`config.mk`:
```
export PLATFORM = sky130hd
export DESIGN_NAME = pipe_reg_chain
export DESIGN_NICKNAME = d
export VERILOG_FILES = /design/src/rtl/pipe_reg_chain_pkg.sv /design/src/rtl/pipe_reg_stage.sv /design/src/rtl/pipe_reg_chain.sv
export SDC_FILE = /design/constraint.sdc
export NUM_CORES = 1
export LEC_CHECK = 0
export BUFFER_PORTS_ARGS = -buffer_cell sky130_fd_sc_hd__buf_4
export CORE_MARGIN = 5
export CORE_UTILIZATION = 45
export CTS_CLUSTER_SIZE = 25
export DETAILED_ROUTE_END_ITERATION = 16
export GPL_TIMING_DRIVEN = 0
export HOLD_SLACK_MARGIN = 0.05
export PLACE_DENSITY = 0.69
export SLEW_MARGIN = 20
export SYNTH_ARGS = -nofsm -noshare
export SYNTH_HDL_FRONTEND = slang
export SYNTH_HIERARCHICAL = 1
export SYNTH_SLANG_ARGS = --single-unit
export TNS_END_PERCENT = 1
```
`constraint.sdc`:
```
create_clock -name i_clock -period 1.3 [get_ports i_clock]
set_input_delay 0.195 -clock i_clock [delete_from_list [all_inputs] [get_ports i_clock]]
set_output_delay 0.195 -clock i_clock [all_outputs]
set_load 0.01 [all_outputs]
```
`src/rtl/pipe_reg_chain_pkg.sv`:
```
// Shared definitions for the pipe_reg_chain elastic register pipeline.
//   DEF_WIDTH / DEF_DEPTH : default beat width and stage count
//   occ_w(depth)          : width of an occupancy count able to hold 0..depth
//   stage_t               : one stage's {valid, data} pair at the default width
package pipe_reg_chain_pkg;

  localparam int DEF_WIDTH = 8;
  localparam int DEF_DEPTH = 4;

  function automatic int occ_w(input int depth);
    return $clog2(depth + 1);
  endfunction

  typedef struct packed {
    logic                 v;
    logic [DEF_WIDTH-1:0] d;
  } stage_t;

endpackage

```
`src/rtl/pipe_reg_stage.sv`:
```
// One elastic pipeline stage: a valid bit plus a WIDTH-bit data register.
// Ports:
//   i_clock  rising-edge clock
//   i_reset  asynchronous active-low reset (clears valid and data)
//   i_clr    synchronous invalidate (flush); data is left untouched
//   i_rdy    this stage may take the upstream beat/bubble this cycle
//   i_valid  upstream valid
//   i_data   upstream data
//   o_valid  stage valid
//   o_data   stage data
module pipe_reg_stage
  import pipe_reg_chain_pkg::*;
#(
  parameter int WIDTH = DEF_WIDTH
) (
  input  logic             i_clock,
  input  logic             i_reset,
  input  logic             i_clr,
  input  logic             i_rdy,
  input  logic             i_valid,
  input  logic [WIDTH-1:0] i_data,
  output logic             o_valid,
  output logic [WIDTH-1:0] o_data
);

  logic             r_v;
  logic [WIDTH-1:0] r_d;

  always_ff @(posedge i_clock or negedge i_reset) begin
    if (!i_reset) begin
      r_v <= 1'b0;
      r_d <= '0;
    end else begin
      if (i_clr) begin
        r_v <= 1'b0;
      end else if (i_rdy) begin
        r_v <= i_valid;
      end
      // Data only moves with a real beat, so bubbles never toggle the register.
      if (i_rdy && i_valid && !i_clr) begin
        r_d <= i_data;
      end
    end
  end

  assign o_valid = r_v;
  assign o_data  = r_d;

endmodule

```
`src/rtl/pipe_reg_chain.sv`:
```
// WIDTH-bit, DEPTH-stage elastic register pipeline with a bubble-collapsing
// ready chain. Zero-stall latency is DEPTH cycles; order is preserved.
//
// Handshake: a beat moves across an interface on a rising edge where both
// valid and ready are high; valid never depends on ready, while in_ready is a
// combinational function of the stage valids, out_ready, flush and reset.
//
// Optional feature (macro PIPE_REG_CHAIN_OCC_EN): adds o_occupancy, a
// registered count of held beats. Without the macro the port is absent.
//
// Ports:
//   i_clock      rising-edge clock
//   i_reset      asynchronous active-low reset
//   i_flush      synchronous invalidate of every stage
//   i_in_valid   producer beat present
//   o_in_ready   stage 0 can accept this cycle
//   i_in_data    producer payload
//   o_out_valid  last stage holds a beat
//   i_out_ready  consumer accepts this cycle
//   o_out_data   last-stage payload
//   o_occupancy  beats held (only with PIPE_REG_CHAIN_OCC_EN)
module pipe_reg_chain
  import pipe_reg_chain_pkg::*;
#(
  parameter int WIDTH = DEF_WIDTH,
  parameter int DEPTH = DEF_DEPTH
) (
  input  logic                      i_clock,
  input  logic                      i_reset,
  input  logic                      i_flush,
  input  logic                      i_in_valid,
  output logic                      o_in_ready,
  input  logic [WIDTH-1:0]          i_in_data,
  output logic                      o_out_valid,
  input  logic                      i_out_ready,
  output logic [WIDTH-1:0]          o_out_data
`ifdef PIPE_REG_CHAIN_OCC_EN
  ,
  output logic [occ_w(DEPTH)-1:0]   o_occupancy
`endif
);

  logic             w_v   [DEPTH];
  logic [WIDTH-1:0] w_d   [DEPTH];
  logic             w_rdy [DEPTH];

  genvar gi;
  for (gi = 0; gi < DEPTH; gi++) begin : g_stage
    logic             w_vin;
    logic [WIDTH-1:0] w_din;

    if (gi == 0) begin : g_head
      // A flushing cycle injects a bubble rather than the offered beat.
      assign w_vin = i_in_valid && !i_flush;
      assign w_din = i_in_data;
    end else begin : g_body
      assign w_vin = w_v[gi-1];
      assign w_din = w_d[gi-1];
    end

    // An empty stage is always ready, which is what collapses bubbles.
    if (gi == DEPTH - 1) begin : g_tail_rdy
      assign w_rdy[gi] = !w_v[gi] || i_out_ready;
    end else begin : g_mid_rdy
      assign w_rdy[gi] = !w_v[gi] || w_rdy[gi+1];
    end

    pipe_reg_stage #(
      .WIDTH (WIDTH)
    ) u_stage (
      .i_clock (i_clock),
      .i_reset (i_reset),
      .i_clr   (i_flush),
      .i_rdy   (w_rdy[gi]),
      .i_valid (w_vin),
      .i_data  (w_din),
      .o_valid (w_v[gi]),
      .o_data  (w_d[gi])
    );
  end

  assign o_in_ready  = w_rdy[0] && !i_flush && i_reset;
  assign o_out_valid = w_v[DEPTH-1];
  assign o_out_data  = w_d[DEPTH-1];

`ifdef PIPE_REG_CHAIN_OCC_EN
  localparam int OCC_W = occ_w(DEPTH);
  localparam logic [OCC_W-1:0] OCC_ONE = OCC_W'(1);

  logic             w_acc_in;
  logic             w_acc_out;
  logic [OCC_W-1:0] r_occ;

  assign w_acc_in  = i_in_valid && o_in_ready;
  assign w_acc_out = o_out_valid && i_out_ready;

  always_ff @(posedge i_clock or negedge i_reset) begin
    if (!i_reset) begin
      r_occ <= '0;
    end else if (i_flush) begin
      r_occ <= '0;
    end else begin
      case ({w_acc_in, w_acc_out})
        2'b10:   r_occ <= r_occ + OCC_ONE;
        2'b01:   r_occ <= r_occ - OCC_ONE;
        default: r_occ <= r_occ;
      endcase
    end
  end

  assign o_occupancy = r_occ;
`endif

endmodule

```
==> results.yml, run 1 <==
power_and_ir_drop:
  powerDensity_nw_per_um2: 1412
  p_comb_share_pct: 15.9
  swShare_pct: 23.65
  vdd_drop_max_uv: 781.8
  internal_power_mw: 1.899
  p_sw_mw: 0.5882
  leakage_nw: 0.8673
  clkPwrFrac_pct: 23.5
  seq_power_share_pct: 60.6
timing:
  hold_ws_ns: -0.1832
  slew_violations: 0
  period_minus_slack_ns: 1.410
  relSlewSlack_pct: 70.72
  rsz0062_at_grt: "yes"
  fmax_mhz: 709.3
  setup_viol: 33
  fin_skew_ns: 0.005015
  post-route-period-util_pct: 108.5
  worst-slew-pin-transition_ns: 0.4392
  hold_viol: 36
  worst_slack_ns: -0.1099
floorplan:
  io_pins: 23
  core.rowCount: 20
  start_util_pct: 47.36
  die_h_um: 66.92
  die_width_um: 66.92
  dieArea_um2: 4478
  core_area_um2: 3078
routing:
  vias: 776
  finalWirelength_mm: 1.996
  drtIter0Drc: 19
  drcViolationCount: 0
  drt-pass1-iter-count: 4
  via_per_inst: 4.703
  routedWlPerCell_um: 12.10
  antenna_left: 0
yosys:
  yosys.area_share.simple_pct: 9.356
  synth_mux_area_share_pct: 27.47
  synthAdderAreaFrac_pct: 0
  netlist-cell-type-count: 13
  netlist_area_um2: 1458
  yosys.area.top_type: "dfrtp_1"
  synth_seq_area_share_pct: 61.80
  ys_ff_latch: 36
  synthCells: 88
  synth_top_area_share_pct: 61.80
  syn-num-nets: 101
  synth_compound_area_share_pct: 1.116
  synthTopCellsByArea: "dfrtp_1 62%, mux2_2 25%, nand3b_4 5.5%, mux2i_1 2.7%, a41oi_2 1.1%"
  syn_avg_cell_area_um2: 16.56
  yosysWarnings: 6
  synthXorXnorAreaFrac_pct: 0
  synth_top_family_by_area: "multiplexers"
layout:
  layout.nets: 133
  drive_above_1_share_pct: 58.68
  layout_commonest_cell: "dfrtp_1"
  n_antenna_cell: 0
  layout_common_cells: "36 x dfrtp_1, 32 x mux2_2, 25 x buf_4, 5 x clkbuf_4"
  multi_input_area_um2: 553.0
  area_delta_synth_final_pct: 20.86
  fill_cells: 270
  seq_area_um2: 900.9
worst_setup_path:
  cp-start-kind: "flop"
  cp_max_fo: 8
  crit_chain: "nor2b_4 > nand4_1 > nand3b_4 > mux2_2"
  critPathMaxStageDelay_ns: 0.37
  startpoint: "g_stage[3].u_stage/o_valid"
  required_ns: 1.51
  cpMaxStageDelayCell: "dfrtp_1"
  endpoint_kind: "flop"
  r2r_start: "g_stage[3].u_stage/o_valid"
  arrival_ns: 1.62
  path_class: "flop to flop"
  path_delay_family: "simple AND/OR/NAND/NOR gates"
  critPathBufInv: 0
cts:
  cts_num_sinks: 36
  cts_root_buf: "clkbuf_4"
  cts_tree: "yes"
  clkLatencyLatePin_ns: 0.31
  cts_buffer_depth: 2
  path_clk_slew_ns: 0.10
  cts_buffers: 5
  cts_htree_levels: 2
place:
  preCtsSetupSlack_ns: -0.1499
  gp_congestion: 0.6613
  io_buffers: 22
  dp_hpwl_mm: 1.519
grt:
  grt_pass1_wl_mm: 3.636
  grt_antenna_before_repair: 0
  grt_max_degree: 38
  grt_use_total_pct: 10.89
  overflow: 0
  grt_pass1_vias: 801
outcome:
  violations: "hold timing, setup timing"
  outcome: "finished, violations left"
worst_hold_path:
  hp-class: "input pin to async pin"
run:
  maxCapViolCount: 0
[routing by layer]
metal	wire, um	up-vias	global-route usage (%)	part of all wire, %
met5	0	-	0	0
met4	14	0	5.316	0.70
met3	111	2	3.541	5.6
met2	954	15	16.83	48
met1	916	382	13.64	46
li1	-	377	-	-
[registers in the layout, indices dropped and copies added, names as in the netlist]
signal                   flops
g_stage.u_stage/o_valid      4
g_stage.u_stage/o_data      32
[cell families after synthesis]
| group | after synthesis |
|---|---|
| buf+inv | 1 |
| simple gates | 14 |
| mux | 36 |
| flops | 36 |
| compound gates | 1 |
[path summary, 6_finish.rpt]
path / endpoint / cells past startpoint / slack (ns)
setup / recovery: g_stage[0].u_stage/o_data[1] / 4 / -0.11
hold / removal: g_stage[0].u_stage/o_data[2] / 1 / -0.18
setup reg to reg: g_stage[0].u_stage/o_data[1] / 4 / -0.11
hold reg to reg: g_stage[0].u_stage/o_data[1] / 1 / 0.51
max in group asynchronous: g_stage[3].u_stage/o_data[3] / 1 / 1.17
min in group i_clock: g_stage[3].u_stage/o_valid / 2 / 0.10
[cells in the mapped netlist]
cell type   n
nor2b_1     1
nand4_1     1
nand3_1     1
inv_1       1
nor2_1      4
dfrtp_1    36
nand2_1     1
nor2b_4     1
nand3b_4    4
mux2_2     32
nand2b_1    1
mux2i_1     4
a41oi_2     1
[power groups by stage]
stage / Clock, mW / Sequential, mW / Combinational, mW
floorplan: 0 / 1.50 / 0.253
global placement: 0 / 1.52 / 0.383
detailed placement: 0 / 1.54 / 0.404
CTS: 0.617 / 1.51 / 0.404
global route: 0.665 / 1.55 / 0.440
finish: 0.585 / 1.51 / 0.395
[area by class of cell]
| cell class | count | area share, % |
|---|---|---|
| timing repair buffer | 25 | 10.65 |
| inverter | 1 | 0.2131 |
| clock buffer | 6 | 2.912 |
| tap | 44 | 3.125 |
| multi-input combinational | 51 | 31.39 |
| sequential | 36 | 51.14 |
| clock inverter | 2 | 0.5682 |
[metrics by stage]
| step | TNS [ns] | cells | power, mW | util (%) | area [um2] |
|---|---|---|---|---|---|
| 2_1_floorplan | -1.410 | 88 | 1.751 | - | 1458 |
| 3_3_place_gp | -1.457 | 154 | 1.902 | 54.51 | 1678 |
| 3_5_place_dp | -2.227 | 154 | 1.940 | 54.51 | 1678 |
| 4_1_cts | -1.837 | 164 | 2.532 | 56.99 | 1754 |
| 5_1_grt | -4.905 | 165 | 2.650 | 57.24 | 1762 |
| 6_report | -1.970 | 165 | 2.487 | 57.24 | 1762 |
[what timing repair did]
item,CTS,global route
endpoints found under the hold margin,36,36
pin swaps,3,1
gates resized for setup,0,0
setup buffers,2,1
endpoints found under the setup margin,31,34
Power figures use the tool's default switching activity.
==> inputs of run 2 (changes only) <==
Settings changed: CORE_ASPECT_RATIO set to 1.4, PLACE_DENSITY 0.69 to 0.67.
Clock period 1.3 ns to 1.7 ns, I/O delays scaled along.
==> results.yml, run 2 (synthesized netlist as in run 1, its figures left out) <==
outcome:
  outcome: "completed"
power_and_ir_drop:
  leakage_nw: 0.8732
  internal_power_mw: 1.593
  powerDensity_nw_per_um2: 1148
  p_sw_mw: 0.4639
  clkPwrFrac_pct: 29.3
  vdd_drop_max_uv: 756.4
  swShare_pct: 22.55
  seq_power_share_pct: 55.5
  p_comb_share_pct: 15.2
routing:
  routedWlPerCell_um: 15.18
  via_per_inst: 5.094
  vias: 810
  antenna_left: 0
  finalWirelength_mm: 2.414
  drtIter0Drc: 11
  drt-pass1-iter-count: 4
  drcViolationCount: 0
cts:
  cts_buffer_depth: 2
  post_cts_buffers: 0
  path_clk_slew_ns: 0.07
  cts_tree: "yes"
  cts_root_buf: "clkbuf_8"
  clkLatencyLatePin_ns: 0.28
  cts_buffers: 5
  cts_num_sinks: 36
  cts_htree_levels: 2
timing:
  fmax_mhz: 659.9
  relSlewSlack_pct: 80.26
  slew_violations: 0
  worst-slew-pin-transition_ns: 0.2961
  fin_skew_ns: 0.003042
  hold_viol: 0
  post-route-period-util_pct: 89.14
  hold_ws_ns: 0.2052
  fin_tns_setup_ns: 0
  setup_viol: 0
  period_minus_slack_ns: 1.515
  rsz0062_at_grt: "no"
layout:
  layout_common_cells: "36 x dfrtp_1, 32 x mux2_2, 22 x buf_4, 6 x clkbuf_8"
  largest_reg_flops: 32
  layout_commonest_cell: "dfrtp_1"
  fill_cells: 266
  drive_above_1_share_pct: 55.83
  finish.instance_area_um2: 1792
  layout.nets: 132
  final_util_pct: 57.37
  area_delta_synth_final_pct: 22.92
  n_antenna_cell: 0
place:
  io_buffers: 22
  dp_hpwl_mm: 1.629
  gp_congestion: 0.6933
  dpl_cell_area_um2: 1672
floorplan:
  die_h_um: 77.34
  die_width_um: 58.10
  core.rowCount: 24
  core_area_um2: 3123
  start_util_pct: 46.67
  dieArea_um2: 4493
  io_pins: 23
worst_setup_path:
  arrival_ns: 1.26
  required_ns: 1.44
  cp-start-kind: "input pin"
  endpoint_kind: "primary output"
  reg2reg_depth: 4
  path_class: "input pin to primary output"
  ff2ff_setup_slack_ns: 0.19
  cp_max_fo: 2
  r2r_start: "g_stage[3].u_stage/o_valid"
  r2r-end: "g_stage[0].u_stage/o_data[6]"
worst_hold_path:
  whs_path_depth: 2
  hp-class: "input pin to flop"
  worstHoldStart: "i_in_data[0]"
  min_to: "g_stage[0].u_stage/o_data[0]"
grt:
  grt_max_degree: 37
  overflow: 0
  grt_pass1_wl_mm: 4.160
  grt_antenna_before_repair: 0
  grt_use_total_pct: 12.33
  grt_pass1_vias: 872
run:
  maxCapViolCount: 0
## run 2: cell count changes in the layout (fill, tap and decap cells not counted), sizes merged
cell / delta
clkinv: -2
clkbuf: +2
buf: -2
dlygate4sd3: +1
## run 2: worst max-delay path: stages
cell and delay, ns:
dlygate4sd3_1 0.52, buf_4 0.12, nand2b_1 0.06, a41oi_2 0.15, buf_4 0.14
## run 2: cell type report
class                   count  area [um2]  share of cell area (%)
clock buffers               8       90.09                   5.028
flip-flops and latches     36       900.9                   50.28
well taps                  39       48.80                   2.723
inverters                   1       3.754                  0.2095
multi-input cells          51       553.0                   30.87
repair buffers             24       195.2                   10.89
## run 2: power by group through the flow
stage	Combinational, mW	Clock (mW)	Sequential [mW]
2_1_floorplan	0.193	0	1.15
3_3_place_gp	0.298	0	1.15
3_5_place_dp	0.312	0	1.16
4_1_cts	0.320	0.631	1.14
5_1_grt	0.347	0.663	1.17
6_report	0.313	0.603	1.14
## run 2: timing repair
| item | in CTS | in global routing |
|---|---|---|
| resized for setup | 0 | 0 |
| endpoints found under the hold margin | 36 | 0 |
| endpoints found under the setup margin | 0 | 0 |
| hold buffers | 2 | 0 |
## run 2: worst max path at each step
stage                                           from                            to  slack (ns)  cells after the start
after floorplan           g_stage[3].u_stage/o_valid  g_stage[0].u_stage/o_data[0]        0.29                      4
after global placement    g_stage[3].u_stage/o_valid  g_stage[0].u_stage/o_data[3]        0.26                      4
after detailed placement  g_stage[3].u_stage/o_valid  g_stage[0].u_stage/o_data[1]        0.20                      4
after CTS                                    i_reset                    o_in_ready        0.18                      5
after global routing      g_stage[3].u_stage/o_valid  g_stage[0].u_stage/o_data[2]         0.1                      4
final                                        i_reset                    o_in_ready        0.18                      5
## run 2: per-stage QoR
step	total power, mW	setup WS (ns)	instances
2_1_floorplan	1.339	0.2920	88
3_3_place_gp	1.448	0.2554	149
6_report	2.057	0.1847	159
4_1_cts	2.095	0.1792	159
5_1_grt	2.180	0.09540	159
3_5_place_dp	1.473	0.2016	149
## run 2: routing by layer
layer | up-vias | global-route usage (%) | share of wire, % | wire, um
met5 | - | 0 | 0 | 0
met4 | 0 | 4.872 | 0.87 | 21
met3 | 4 | 4.485 | 5.8 | 141
met2 | 21 | 20.25 | 55 | 1323
met1 | 407 | 14.47 | 38 | 928
li1 | 378 | - | - | -
==> inputs of run 3 (changes only) <==
Settings changed: PLACE_DENSITY 0.67 to 0.66, RECOVER_POWER set to 25, SYNTH_HIERARCHICAL 1 to not set.
==> results.yml, run 3 <==
worst_setup_path:
  endpoint_kind: "primary output"
  path_class: "flop to primary output"
  path_delay_family: "simple AND/OR/NAND/NOR gates"
  cpMaxStageDelayCell: "dfrtp_1"
  crit_chain: "and3_1 > nand2_1 > and3b_1 > buf_4"
  critPathBufInv: 1
  arrival_ns: 1.32
  required_ns: 1.44
  cp_max_fo: 7
  critPathMaxStageDelay_ns: 0.45
  cp-start-kind: "flop"
  ff2ff_setup_slack_ns: 0.14
grt:
  grt_use_total_pct: 12.10
  grt_pass1_vias: 855
  met1_usage_pct: 16.01
  use_met2_pct: 17.48
  grt_max_degree: 37
  overflow: 0
  grt_pass1_wl_mm: 4.112
  grt_antenna_before_repair: 0
  gr-max-usage-layer: "met2"
  met3_usage_pct: 2.961
run:
  maxCapViolCount: 0
yosys:
  syn-num-nets: 104
  ys_ff_latch: 36
  yosysMostFrequentCell: "dfrtp_1"
  async_reset_ff_share_pct: 100.0
  yosysWarnings: 0
  synthTopCellsByArea: "dfrtp_1 59%, mux2_4 24%, mux2_1 5.9%, buf_6 2.2%, nor3b_4 1.2%"
  synth_top_area_share_pct: 59.45
  yosys.area.top_type: "dfrtp_1"
  netlist_area_um2: 1515
  synthTopCellsByCount: "36 x dfrtp_1, 24 x mux2_4, 8 x mux2_1"
  syn_avg_cell_area_um2: 16.65
  synth_edf_count: 0
  synthCells: 91
  synth_seq_area_share_pct: 59.45
  synthFlopType: "dfrtp_1"
  netlist-cell-type-count: 17
floorplan:
  die_width_um: 59.04
  dieArea_um2: 4644
  core.rowCount: 25
  io_pins: 23
  core_area_um2: 3316
  start_util_pct: 45.70
  die_h_um: 78.66
cts:
  cts_htree_levels: 2
  cts_num_sinks: 36
  cts_tree: "yes"
  cts_root_buf: "clkbuf_8"
  path_clk_slew_ns: 0.06
  cts_buffer_depth: 2
  cts_buffers: 5
  clkLatencyLatePin_ns: 0.28
place:
  gp_congestion: 0.7461
  dpl_cell_area_um2: 1723
  io_buffers: 21
  preCtsSetupSlack_ns: 0.07263
  dp_hpwl_mm: 1.637
  dp.cells: 152
layout:
  layout_commonest_cell: "dfrtp_1"
  layout_common_cells: "36 x dfrtp_1, 24 x mux2_4, 20 x buf_4, 8 x mux2_1, 6 x clkbuf_8"
  finish.instance_area_um2: 1844
  final_cells: 163
  layout.nets: 135
  drive_above_1_share_pct: 47.15
  final_util_pct: 55.62
  largest_reg_flops: 32
  n_antenna_cell: 0
  area_delta_synth_final_pct: 21.72
timing:
  worst-slew-pin-transition_ns: 0.8603
  hold_ws_ns: 0.2036
  fmax_mhz: 633.9
  rsz0062_at_grt: "no"
  post-route-period-util_pct: 92.80
  slew_violations: 0
  worst_slack_ns: 0.1224
  hold_viol: 0
  setup_viol: 0
  fin_skew_ns: 0.005234
  period_minus_slack_ns: 1.578
  fin_tns_setup_ns: 0
  relSlewSlack_pct: 42.65
routing:
  drt-pass1-iter-count: 2
  antenna_left: 0
  finalWirelength_mm: 2.340
  drtIter0Drc: 11
  drcViolationCount: 0
  routedWlPerCell_um: 14.36
  vias: 802
  via_per_inst: 4.920
power_and_ir_drop:
  powerDensity_nw_per_um2: 1271
  p_total_mw: 2.345
  leakage_nw: 0.9122
  vdd_drop_max_uv: 713.5
worst_hold_path:
  hp-class: "input pin to flop"
outcome:
  outcome: "completed"
==> run 3: cell types whose count changed after synthesis, sizes merged, moves of 2 or more <==
cell,change
inv,+2
a21oi,+2
nand3b,-4
a211o,+2
buf,+4
mux2i,-4
==> run 3: timing repair <==
action,4_1_cts,5_1_grt
gates resized for setup,0,0
endpoints found under the hold margin,36,0
setup buffers,0,1
endpoints found under the setup margin,0,8
hold buffers,2,0
==> run 3: cell type report <==
class / instances / area, um2
Inverter: 3 / 11.26
Clock buffer: 8 / 90.09
Tap cell: 40 / 50.05
Sequential cell: 36 / 900.9
Buffer: 5 / 42.54
Fill cell: 297 / 1471
Multi-Input combinational cell: 47 / 560.5
Timing Repair Buffer: 24 / 188.9
==> run 3: kinds of logic (layout without fill, tap and decap cells) <==
kind of cell           Yosys count  in the layout  share of synthesized area, %
AOI/OAI and AO/OA                6              6                         2.891
buffers and inverters            8             40                         3.550
DFF                             36             36                         59.45
muxes                           32             32                         29.73
and+or+nand+nor                  9              9                         4.376
==> run 3: path summary, 6_finish.rpt <==
kind | from | endpoint | cells past startpoint
max | g_stage[2].u_stage.o_valid | o_in_ready | 4
min | i_in_data[6] | g_stage[0].u_stage.o_data[6] | 2
max reg2reg | g_stage[3].u_stage.o_valid | g_stage[1].u_stage.o_data[0] | 5
min reg2reg | g_stage[1].u_stage.o_data[6] | g_stage[2].u_stage.o_data[6] | 1
max in group asynchronous | i_reset | g_stage[1].u_stage.o_valid | 3
min in group asynchronous | i_reset | g_stage[3].u_stage.o_data[4] | 3
==> run 3: metal layers <==
layer / up-vias / part of all wire [%]
met4: 0 / 1.7
met3: 5 / 5.4
li1: 382 / -
met1: 395 / 44
met2: 20 / 49
met5: - / 0
==> run 3: power breakdown <==
group	total, mW	internal (mW)	switching (mW)
clock	0.607	0.330	0.277
sequential	1.22	1.09	0.128
combinational	0.517	0.360	0.157
